--- src/rtl/fetch_instr_unpacker.sv ---
// Splits 64-bit instruction FIFO beats into two PC-tagged 32-bit instructions for decode,
// re-aligning on redirects and discarding a programmable number of stale beats.
module fetch_instr_unpacker #(
  parameter logic [63:0] RESET_PC = 64'h0000_0000_8000_0000
) (
  input  logic        cpu_clk,
  input  logic        cpu_reset,
  input  logic        rd_empty_i,
  input  logic [63:0] rd_data_i,
  output logic        rd_en_o,
  input  logic        flush_i,
  input  logic [63:0] flush_pc_i,
  input  logic [3:0]  flush_skip_i,
  output logic        instr_valid_o,
  input  logic        instr_ready_i,
  output logic [31:0] instr_o,
  output logic [63:0] instr_pc_o
);

  logic [63:0] word_q;
  logic        lo_vld_q;
  logic        hi_vld_q;
  logic [63:0] pc_q;
  logic [3:0]  drop_cnt_q;

  logic        fire;
  logic        lo_after;
  logic        hi_after;
  logic        empty_nxt;
  logic        drop_mode;
  logic [63:0] pc_nxt;
  logic        unused_pc_bits;

  assign unused_pc_bits = ^flush_pc_i[1:0];

  assign instr_valid_o = lo_vld_q | hi_vld_q;
  assign instr_o       = lo_vld_q ? word_q[31:0] : word_q[63:32];
  assign instr_pc_o    = pc_q;

  // A fire consumes the lower half first; the upper half only once the lower is gone.
  always_comb begin
    fire      = instr_valid_o & instr_ready_i & ~flush_i;
    lo_after  = lo_vld_q & ~fire;
    hi_after  = hi_vld_q & ~(fire & ~lo_vld_q);
    empty_nxt = ~(lo_after | hi_after);
    drop_mode = (drop_cnt_q != 4'd0);
    pc_nxt    = fire ? (pc_q + 64'd4) : pc_q;
    rd_en_o   = ~cpu_reset & ~rd_empty_i & ~flush_i & (drop_mode | empty_nxt);
  end

  // Popping in the same cycle the last half is accepted keeps decode fed without bubbles.
  always_ff @(posedge cpu_clk or posedge cpu_reset) begin
    if (cpu_reset) begin
      word_q     <= 64'd0;
      lo_vld_q   <= 1'b0;
      hi_vld_q   <= 1'b0;
      pc_q       <= RESET_PC;
      drop_cnt_q <= 4'd0;
    end else if (flush_i) begin
      lo_vld_q   <= 1'b0;
      hi_vld_q   <= 1'b0;
      pc_q       <= {flush_pc_i[63:2], 2'b00};
      drop_cnt_q <= flush_skip_i;
    end else begin
      lo_vld_q <= lo_after;
      hi_vld_q <= hi_after;
      pc_q     <= pc_nxt;
      if (rd_en_o) begin
        if (drop_mode) begin
          drop_cnt_q <= drop_cnt_q - 4'd1;
        end else begin
          word_q   <= rd_data_i;
          hi_vld_q <= 1'b1;
          lo_vld_q <= ~pc_nxt[2];
        end
      end
    end
  end

endmodule

--- config.mk ---
export PLATFORM = sky130hd
export DESIGN_NAME = fetch_instr_unpacker
export DESIGN_NICKNAME = d
export VERILOG_FILES = /design/src/rtl/fetch_instr_unpacker.sv
export SDC_FILE = /design/constraint.sdc
export NUM_CORES = 1
export LEC_CHECK = 0
export CAP_MARGIN = 20
export CORE_MARGIN = 2
export CORE_UTILIZATION = 41
export DETAILED_ROUTE_END_ITERATION = 10
export GPL_TIMING_DRIVEN = 0
export PLACE_DENSITY_LB_ADDON = 0.3
export SETUP_SLACK_MARGIN = 0.2
export SYNTH_ARGS = -nofsm -noshare
export SYNTH_HDL_FRONTEND = slang
export SYNTH_SLANG_ARGS = --single-unit
export TNS_END_PERCENT = 50
--- constraint.sdc ---
create_clock -name cpu_clk -period 4.7 [get_ports cpu_clk]
set_clock_uncertainty 0.05 [all_clocks]
set_input_delay 1.41 -clock cpu_clk [delete_from_list [all_inputs] [get_ports cpu_clk]]
set_output_delay 1.41 -clock cpu_clk [all_outputs]
set_load 0.02 [all_outputs]
=== Word level (Yosys, flattened, before mapping) ===
Cells that the tools add are included.

* Add/subtract/negate cells: 2
* Multipliers: 0
* Divide/modulo/power cells: 0
* Order comparisons: 0
* Equal/unequal tests: 0
* Shift-type cells: 0
* Mux-type cells: 12
* Bitwise operators: 20
* Reductions and logical operators: 6

{| class="wikitable"
|+ Operator list
! operator !! count
|-
| 64-bit two-way mux || 2
|-
| 64-bit by 3-bit adder with 64-bit output (second input constant) || 1
|-
| 32-bit two-way mux || 1
|-
| 4-bit two-way mux || 3
|-
| 1-bit inverter || 9
|-
| 1-bit bitwise AND || 8
|-
| 1-bit two-way mux || 6
|-
| 2-bit nonzero test || 3
|-
| 4-bit nonzero test || 1
|-
| 4-bit by 1-bit subtractor with 4-bit output (second input constant) || 1
|-
| 1-bit bitwise OR || 3
|-
| 3-bit AND reduction || 1
|-
| 2-bit AND reduction || 1
|}

* Bits in registers: 134
* Bits in latches: 0
* RAM bits: 0
* Bits in read-only memories: 0
* Output and inout port bits: 98
* Word-level logic and storage cells: 46
* Memories: 0

=== Longest topological paths before layout ===
Gate-level depths: netlist of the first run.

* Word-level depth: 12
* Gate-level depth with buffers: 9
* Gate-level depth less buffers: 7

=== Worst setup path after synthesis of the first run ===
OpenSTA, ideal clock, no wires.

* Path type: input port to output port
* Start point: input flush_i
* End point: output rd_en_o
* Data arrival time: 2155 ps
* Data required time: 3240 ps
* Setup slack: 1085 ps
* Stages: 2
* Buffers on the path: 0
* Cell sequence: nor3_1 > a21boi_0

* Longest elaborated chain between the ends: 9

{| class="wikitable"
|+ Ends and longest elaborated chain
! element !! line !! source
|-
| start: declaration || 11 || <nowiki>input logic flush_i,</nowiki>
|-
| 1-bit inverter (no line) (*) || n/a ||
|-
| 1-bit bitwise AND || 42 || <nowiki>fire = instr_valid_o & instr_ready_i & ~flush_i;</nowiki>
|-
| 1-bit bitwise AND || 44 || <nowiki>hi_after = hi_vld_q & ~(fire & ~lo_vld_q);</nowiki>
|-
| 1-bit inverter || 44 ||
|-
| 1-bit bitwise AND || 44 ||
|-
| 1-bit bitwise OR || 45 || <nowiki>empty_nxt = ~(lo_after | hi_after);</nowiki>
|-
| 1-bit inverter || 45 ||
|-
| 1-bit bitwise OR || 48 || <nowiki>rd_en_o = ~cpu_reset & ~rd_empty_i & ~flush_i & (drop_mode | empty_nxt);</nowiki>
|-
| 1-bit bitwise AND (*) || 48 ||
|-
| end: declaration || 10 || <nowiki>output logic rd_en_o,</nowiki>
|}

Every way passes the cells marked *; elsewhere a longest branch is shown, timed or not.

=== Worst setup path after layout of the first run ===
Ends and elaborated chain as after synthesis.

==> results.toml, run 1 <==
[logic_synthesis]
synth_area_leaders = "dfrtp_1 (48%), mux2_2 (16%), xor2_1 (3.4%), o21ai_0 (3.3%), nand2_1 (3.2%)"
synth_ff_type = "dfrtp_1"
synth_seq_cells = 132
async_flop_share_pct = 100.0
synth_cell_types = 48
synth_area_mm2 = 0.006784
synthCells = 637
synth_edf_count = 0
synth_top_cell_area_share_pct = 48.32
yosysWarnings = 0
yosysSeqAreaShare_pct = 48.71
yosysTopAreaCell = "dfrtp_1"
synth_common_cells = "dfrtp_1 (131), mux2_2 (99), nand2_1 (58), o21ai_0 (45), nor2_1 (44)"
synth.avg_cell_area_um2 = 10.65
synth_most_common_cell = "dfrtp_1"

[timing]
final-hold-violation-count = 0
rsz0062_at_grt = "false"
fin_crit_ns = 4.293
maxSlewHeadroom_pct = 37.31
max_freq_mhz = 232.9
tightestPinTransition_ns = 0.9318
setup_viol = 0
timing.final.crit_share_pct = 91.35
setup_tns_ns = 0
drv_slew = 0

[setup_path]
arrival_ns = 2.83
crit_buf_inv = 2
path_max_fanout = 3
critPathKind = "input port to output pin"
crit_required_ns = 3.24
start_kind = "input port"
slowest_delay_ns = 0.48
cpLargestDelayFamily = "buffers and inverters"
crit_slowest_cell = "clkdlybuf4s50_1"
cp-end-kind = "output pin"
cp_cell_sequence = "clkdlybuf4s50_1, nor3_1, a21boi_0, dlygate4sd2_1"

[clocking]
cts_root_buf = "clkbuf_16"
htree_levels = 4
cts.sinks = 132
clock_latency_ns = 0.42
cts-buffers-inserted = 17
cts_tree = "yes"
clockBufferDepth = 2
path_clk_slew_ns = 0.06
cts-hold-fix-buffers = 0

[floorplanning]
pin_count = 235
start_util_pct = 41.50
die_h_um = 132.6
core_area_mm2 = 0.01635
die-area_mm2 = 0.01759
rows = 47
die_x_um = 132.6

[power]
power_density_mw_per_mm2 = 382.9
p_leak_uw = 0.004076
peakVddDrop_mv = 0.2534

[grt]
antenna_found_initial = 0
grt.overflow.total = 0
track_usage_pct = 22.33
grt_start_max_net_pins = 39
grt_pass1_vias = 5958
grt_pass1_wl_mm = 31.07

[routing]
via_count = 6005
wl_mm = 19.35
firstDrtPassIters = 5
post_drt_wl_per_cell_um = 17.23
vias_per_cell = 5.347
postRouteAntennaNets = 0
drt_iter0_markers = 375
drc = 0

[run_status]
status = "finished, final reports clean"

[place]
port_buffers = 230
place.gp.congestion = 0.8042
hpwl_mm = 14.46
dp_cells = 1091

[final_layout]
fillCellCount = 1404
stdcell_count = 1123
diodes = 0
syn_to_final_growth_pct = 47.55
nets = 1029
drive_above_1_share_pct = 17.05

[flow_run]
drv_cap = 0

[min_path]
worstHoldPathType = "flop to flop"
==> state kept, by name, summed over array words and instances (netlist names) <==
name / count
word_q: 64
instr_pc_o: 62
drop_cnt_q: 4
hi_vld_q: 1
lo_vld_q: 1
==> placed cells by master (no fill, tap or decap), types with 16 or more instances in the layout <==
cell type | netlist | final
o31ai_1 | 16 | 16
or4_1 | 16 | 16
clkbuf_1 | 29 | 30
mux2_2 | 99 | 99
nor2_1 | 44 | 44
nand3_1 | 26 | 26
dfrtp_1 | 131 | 131
o21ai_0 | 45 | 45
clkdlybuf4s50_1 | 0 | 229
clkbuf_16 | 0 | 17
nand4_1 | 26 | 26
nand2_1 | 58 | 58
xor2_1 | 26 | 26
a31oi_1 | 27 | 27
==> cell families after synthesis <==
family	synth area share (%)
AO/OA/AOI/OAI	8.798
XOR/XNOR	4.648
adder cells (fa/ha/maj)	0.3688
buffers and inverters	2.969
flip-flops	48.71
multiplexers	16.58
other	0.05528
AND/OR/NAND/NOR	17.87
==> per-stage QoR <==
stage                     total power (uW)  hold WS [ns]  util, %  setup slack, ns  cell area [um2]
after global placement                2505        0.4322    57.31           0.1334             9369
after CTS                             3863        0.4511    61.23           0.3991            10010
after floorplan                       2035        0.4237        -            1.085             6792
after global routing                  4002        0.4617    61.23           0.3418            10010
after detailed placement              2533        0.4373    57.68           0.1237             9429
final                                 3833        0.4506    61.23           0.4067            10010
==> layout make-up <==
| class | instances | area [um2] | share of cell area (%) |
|---|---|---|---|
| Sequential cell | 132 | 3304 | 33.01 |
| Multi-Input combinational cell | 459 | 3282 | 32.79 |
| Timing Repair Buffer | 233 | 2361 | 23.59 |
| Clock buffer | 18 | 429.2 | 4.288 |
| Tap cell | 220 | 275.3 | 2.750 |
| Buffer | 36 | 160.2 | 1.600 |
| Clock inverter | 14 | 152.6 | 1.525 |
| Inverter | 11 | 45.04 | 0.4500 |
==> final timing paths <==
kind | cells past startpoint | to | slack [ns] | startpoint
worst max-delay path | 4 | rd_en_o | 0.41 | flush_i
worst min-delay path | 1 | word_q[0] | 0.45 | word_q[0]
worst max register to register | 6 | word_q[51] | 1.96 | lo_vld_q
worst min register to register | 1 | word_q[0] | 0.45 | word_q[0]
max in group asynchronous | 4 | word_q[53] | 2.20 | cpu_reset
min in group asynchronous | 2 | instr_pc_o[7] | 1.52 | cpu_reset
==> layer usage <==
metal / global-route usage (%) / share of wire, % / up-vias
li1: - / - / 2839
met1: 27.81 / 42 / 2895
met2: 36.21 / 47 / 243
met3: 8.697 / 9.2 / 28
met4: 6.332 / 1.8 / 0
met5: 0 / 0 / -
==> repair_timing <==
action / CTS / global route
setup endpoints to repair: 1 / 0
gates resized for setup: 1 / 0
buffers inserted: 0 / 0
==> where the power goes <==
part           internal [uW]  switching (uW)
Combinational            570             427
Sequential              1360             155
Clock                    787             534
(Power assumes the default switching activity.)
==> run 2, diff against run 1 <==
--- a/config.mk
+++ b/config.mk
@@ -11,7 +11,7 @@
 export DETAILED_ROUTE_END_ITERATION = 10
 export GPL_TIMING_DRIVEN = 0
 export PLACE_DENSITY_LB_ADDON = 0.3
-export SETUP_SLACK_MARGIN = 0.2
+export SETUP_SLACK_MARGIN = 0.05
 export SYNTH_ARGS = -nofsm -noshare
 export SYNTH_HDL_FRONTEND = slang
 export SYNTH_SLANG_ARGS = --single-unit
==> run 2 against run 1 <==
  * Worst hold slack about the same
  * Setup slack better by 0.11 ns
  * Cell count unchanged
  * Routed wire length about the same
  * Critical path type unchanged
  * Critical endpoint unchanged
  * Largest cell class unchanged
  * Highest routed layer unchanged
==> results.toml, run 2 (synthesis gave the netlist of run 1 again) <==
[floorplanning]
die-area_mm2 = 0.01759
core_area_mm2 = 0.01635
rows = 47
pin_count = 235
start_util_pct = 41.50
die_x_um = 132.6
die_h_um = 132.6

[timing]
drv_slew = 0
fin_crit_ns = 4.186
timing.hold.ws_ns = 0.4506
setup_tns_ns = 0
timing.final.crit_share_pct = 89.07
tightestPinTransition_ns = 0.9318
fin_ws_ns = 0.5135
max_freq_mhz = 238.9
maxSlewHeadroom_pct = 37.31
rsz0062_at_grt = "false"
setup_viol = 0
final-hold-violation-count = 0

[final_layout]
final_common_cell = "clkdlybuf4s50_1"
syn_to_final_growth_pct = 47.60
layout_common_cells = "clkdlybuf4s50_1 (229), dfrtp_1 (131), mux2_2 (99)"
nets = 1029
largest-register = "word_q"
drive_above_1_share_pct = 17.05
fillCellCount = 1402
largest_reg_flops = 64
diodes = 0

[routing]
firstDrtPassIters = 5
drt_iter0_markers = 375
drc = 0
post_drt_wl_per_cell_um = 17.22
postRouteAntennaNets = 0
wl_mm = 19.34
via_count = 6001
vias_per_cell = 5.344

[flow_run]
drv_cap = 0

[power]
power_density_mw_per_mm2 = 382.8
p_leak_uw = 0.004088
peakVddDrop_mv = 0.2534

[clocking]
path_clk_slew_ns = 0.06
cts_tree = "yes"
cts.sinks = 132
cts-buffers-inserted = 17
htree_levels = 4
cts_root_buf = "clkbuf_16"
clockBufferDepth = 2
clock_latency_ns = 0.42

[setup_path]
critPathKind = "input port to output pin"
start_kind = "input port"
crit_required_ns = 3.24
cpLargestDelayFamily = "buffers and inverters"
crit_buf_inv = 2
crit_slowest_cell = "clkdlybuf4s50_1"
cp_cell_sequence = "clkdlybuf4s50_1, nor3_1, a21boi_0, dlymetal6s2s_1"
slowest_delay_ns = 0.48
path_max_fanout = 3
arrival_ns = 2.73
cp-end-kind = "output pin"

[grt]
track_usage_pct = 22.33
grt.overflow.total = 0
grt_start_max_net_pins = 39
grt_pass1_vias = 5958
grt_pass1_wl_mm = 31.07
antenna_found_initial = 0

[place]
place_ws_ns = 0.1237
hpwl_mm = 14.46
place.gp.congestion = 0.8042
port_buffers = 230

[run_status]
status = "finished, final reports clean"

[min_path]
worstHoldPathType = "flop to flop"
run 2: area by class of cell:
| cell class | instances | area (um2) | share of cell area, % |
|---|---|---|---|
| Sequential cell | 132 | 3304 | 33.00 |
| Multi-Input combinational cell | 459 | 3282 | 32.78 |
| Timing Repair Buffer | 233 | 2365 | 23.62 |
| Clock buffer | 18 | 429.2 | 4.286 |
| Tap cell | 220 | 275.3 | 2.749 |
| Buffer | 36 | 160.2 | 1.599 |
| Clock inverter | 14 | 152.6 | 1.524 |
| Inverter | 11 | 45.04 | 0.4498 |
run 2: routing by layer:
layer / routed length [um] / GRT usage (%) / share of wire (%)
met3: 1749 / 8.697 / 9.0
met1: 8077 / 27.81 / 42
met4: 341 / 6.332 / 1.8
met2: 9166 / 36.21 / 47
met5: 0 / 0 / 0
run 2: report_power, final:
group          total [uW]  switching (uW)  internal, uW
clock                1320             534           787
combinational         996             426           570
sequential           1520             155          1360
total                3830            1120          2720
run 2: per-stage QoR:
step	area [um2]	cells	total power, uW	util [%]
finish	10010	1123	3833	61.25
global route	10010	1123	4002	61.25
CTS	10010	1123	3863	61.24
detailed placement	9429	1091	2533	57.68
global placement	9369	1088	2505	57.31
floorplan	6792	638	2035	-
run 2: path summary, 6_finish.rpt:
check | slack (ns) | depth (start not counted) | end | start
worst max register to register | 1.96 | 6 | word_q[51] | lo_vld_q
worst max-delay path | 0.51 | 4 | rd_en_o | flush_i
min in group asynchronous | 1.52 | 2 | instr_pc_o[7] | cpu_reset
worst min-delay path | 0.45 | 1 | word_q[0] | word_q[0]
max in group asynchronous | 2.20 | 4 | word_q[53] | cpu_reset
worst min register to register | 0.45 | 1 | word_q[0] | word_q[0]
run 2: repair_timing:
item	in CTS	in global routing
buffers inserted	0	0
setup endpoints to repair	0	1
resized for setup	0	1
hold buffers	0	0
==> run 3, diff against run 2 <==
--- a/config.mk
+++ b/config.mk
@@ -5,9 +5,10 @@
 export SDC_FILE = /design/constraint.sdc
 export NUM_CORES = 1
 export LEC_CHECK = 0
+export ABC_AREA = 1
 export CAP_MARGIN = 20
 export CORE_MARGIN = 2
-export CORE_UTILIZATION = 41
+export CORE_UTILIZATION = 44
 export DETAILED_ROUTE_END_ITERATION = 10
 export GPL_TIMING_DRIVEN = 0
 export PLACE_DENSITY_LB_ADDON = 0.3
==> run 3 against run 2 <==
  * Clock power up 11%
  * Total power grew 12%
  * Sequential power increased by 5%
  * First-iteration DRC count is 84% higher
  * Fmax decreased by 3.9%
  * Critical path type unchanged
  * Area after synthesis is 16% higher
  * Non-clock buffer count rose by 3
==> results.toml, run 3 <==
[run_status]
status = "finished, final reports clean"

[setup_path]
arrival_ns = 2.90
r2r_end = "instr_pc_o[58]"
timing.rr.start = "instr_pc_o[3]"
critPathKind = "input port to output pin"
path_max_fanout = 8
cp-end-kind = "output pin"
reg2reg_slack_ns = 2.31
r2r_cells = 8
start_kind = "input port"
crit_required_ns = 3.24

[routing]
drc = 0
via_count = 9013
wl_mm = 28.65
firstDrtPassIters = 7
vias_per_cell = 5.299
post_drt_wl_per_cell_um = 16.84
drt_iter0_markers = 690
postRouteAntennaNets = 0

[grt]
antenna_found_initial = 1
grt_pass1_vias = 8450
grt.overflow.total = 0
grt_pass1_wl_mm = 44.17
grt_start_max_net_pins = 43
track_usage_pct = 31.04

[clocking]
clockBufferDepth = 2
cts-hold-fix-buffers = 0
cts.sinks = 132
clock_latency_ns = 0.43
cts-buffers-inserted = 17
cts_tree = "yes"
htree_levels = 4
path_clk_slew_ns = 0.06
cts_root_buf = "clkbuf_16"

[final_layout]
drive_above_1_share_pct = 4.810
stdcell_area_mm2 = 0.01117
layout_common_cells = "nand2_1 (545), clkdlybuf4s50_1 (228), dfrtp_1 (131)"
final_common_cell = "nand2_1"
syn_to_final_growth_pct = 41.61
postLayoutCoreUtil_pct = 64.15
nets = 1602
diodes = 0
multi_input_area_mm2 = 0.004011
largest_reg_flops = 64
fillCellCount = 1574
largest-register = "word_q"
seqCellArea_mm2 = 0.003304

[logic_synthesis]
yosysWarnings = 0
synth_top_family_by_area = "simple AND/OR/NAND/NOR gates"
synth_cell_types = 37
synthCells = 1211
synth_seq_cells = 132
synth_compound_area_share_pct = 7.533
synth_xor_area_share_pct = 0.5550
synth_area_mm2 = 0.007890
synth_top_cell_area_share_pct = 41.55
synth_most_common_cell = "nand2_1"
synth_area_leaders = "dfrtp_1 (42%), nand2_1 (26%), nand3_1 (6.5%), nor2_1 (6.0%), inv_1 (4.8%)"
synth_fa_ha_area_share_pct = 0.3172
synth_ff_type = "dfrtp_1"
muxShareOfSynthArea_pct = 0
synthSimpleGateAreaFrac_pct = 42.34
yosysTopAreaCell = "dfrtp_1"
synth_edf_count = 0
synth_common_cells = "nand2_1 (545), dfrtp_1 (131), nor2_1 (126), nand3_1 (103), inv_1 (101)"
synth.avg_cell_area_um2 = 6.515
async_flop_share_pct = 100.0
yosysSeqAreaShare_pct = 41.88

[timing]
timing.final.crit_share_pct = 92.67
tightestPinTransition_ns = 0.7975
final-hold-violation-count = 0
setup_tns_ns = 0
timing.hold.ws_ns = 0.4278
drv_slew = 0
fin_crit_ns = 4.356
rsz0062_at_grt = "false"
maxSlewHeadroom_pct = 46.84
setup_viol = 0
max_freq_mhz = 229.6

[flow_run]
drv_cap = 0

[min_path]
worstHoldPathType = "flop to flop"
hp-start = "word_q[10]"
min_path_cells = 2
holdPathEnd = "word_q[10]"

[floorplanning]
rows = 48
die_h_um = 137.9
pin_count = 235
start_util_pct = 45.30
core_area_mm2 = 0.01742
die_x_um = 137.9
die-area_mm2 = 0.01902

[place]
place.gp.congestion = 0.9609
hpwl_mm = 22.12
port_buffers = 229
dpl-instance-area_mm2 = 0.01053

[power]
peakVddDrop_mv = 0.3987
p_leak_uw = 0.005078
power_density_mw_per_mm2 = 384.8
## run 3: cell count changes in the layout (fill, tap and decap cells not counted), moves of 20 or more
cell	previous run	this run
xor2_1	26	3
a31oi_1	27	1
nor2_1	44	126
nand2_1	58	545
mux2_2	99	0
nand3_1	26	103
inv_1	10	100
o21ai_0	45	65
## run 3: metal layers
metal | share of wire, % | track usage [%]
met4 | 4.0 | 14.06
met2 | 46 | 50.72
met5 | 0.042 | 0
met1 | 40 | 38.80
met3 | 10 | 7.749
## run 3: cells by family after synthesis
family | Yosys count
xor+xnor | 5
compound gates | 104
fa+ha+maj | 2
other cells | 1
simple gates | 821
buf+inv | 146
flops | 132
## run 3: worst max-delay path by stage
stage                              from  endpoint  slack [ns]
after floorplan                 flush_i   rd_en_o        0.82
after global placement    instr_ready_i   rd_en_o        0.08
after detailed placement  instr_ready_i   rd_en_o        0.05
after CTS                 instr_ready_i   rd_en_o        0.34
after global routing      instr_ready_i   rd_en_o        0.25
final                     instr_ready_i   rd_en_o        0.34
## run 3: worst max-delay path: stages
cell,delay (ns)
clkdlybuf4s50_1,0.61
nand3_4,0.18
nand2_2,0.12
nand2_1,0.05
a21boi_0,0.13
dlygate4sd2_1,0.39
## run 3: timing repair
action | in CTS | in global routing
buffers inserted | 0 | 0
resized for setup | 1 | 0
setup endpoints to repair | 1 | 0
## run 3: report_power, final
part	internal (uW)	switching, uW	leakage [uW]	total (uW)
Combinational	573	662	0.00313	1240
Clock	903	568	0.000311	1470
Sequential	1400	195	0.00163	1590
Total	2870	1430	0.00508	4300
## run 3: area by class of cell
| class | count | area share, % |
|---|---|---|
| buffer | 40 | 1.613 |
| clock buffer | 17 | 3.807 |
| clock inverter | 15 | 1.948 |
| timing repair buffer | 232 | 21.04 |
| tap | 225 | 2.520 |
| multi-input combinational | 934 | 35.90 |
| sequential | 132 | 29.57 |
| inverter | 106 | 3.595 |
## run 3: per-stage QoR
| step | std cells | total power [uW] | worst slack, ns |
|---|---|---|---|
| 2_1_floorplan | 1212 | 2196 | 0.8207 |
| 3_3_place_gp | 1666 | 2800 | 0.07693 |
| 3_5_place_dp | 1669 | 2828 | 0.04861 |
| 4_1_cts | 1701 | 4311 | 0.3385 |
| 5_1_grt | 1701 | 4520 | 0.2530 |
| 6_report | 1701 | 4299 | 0.3444 |
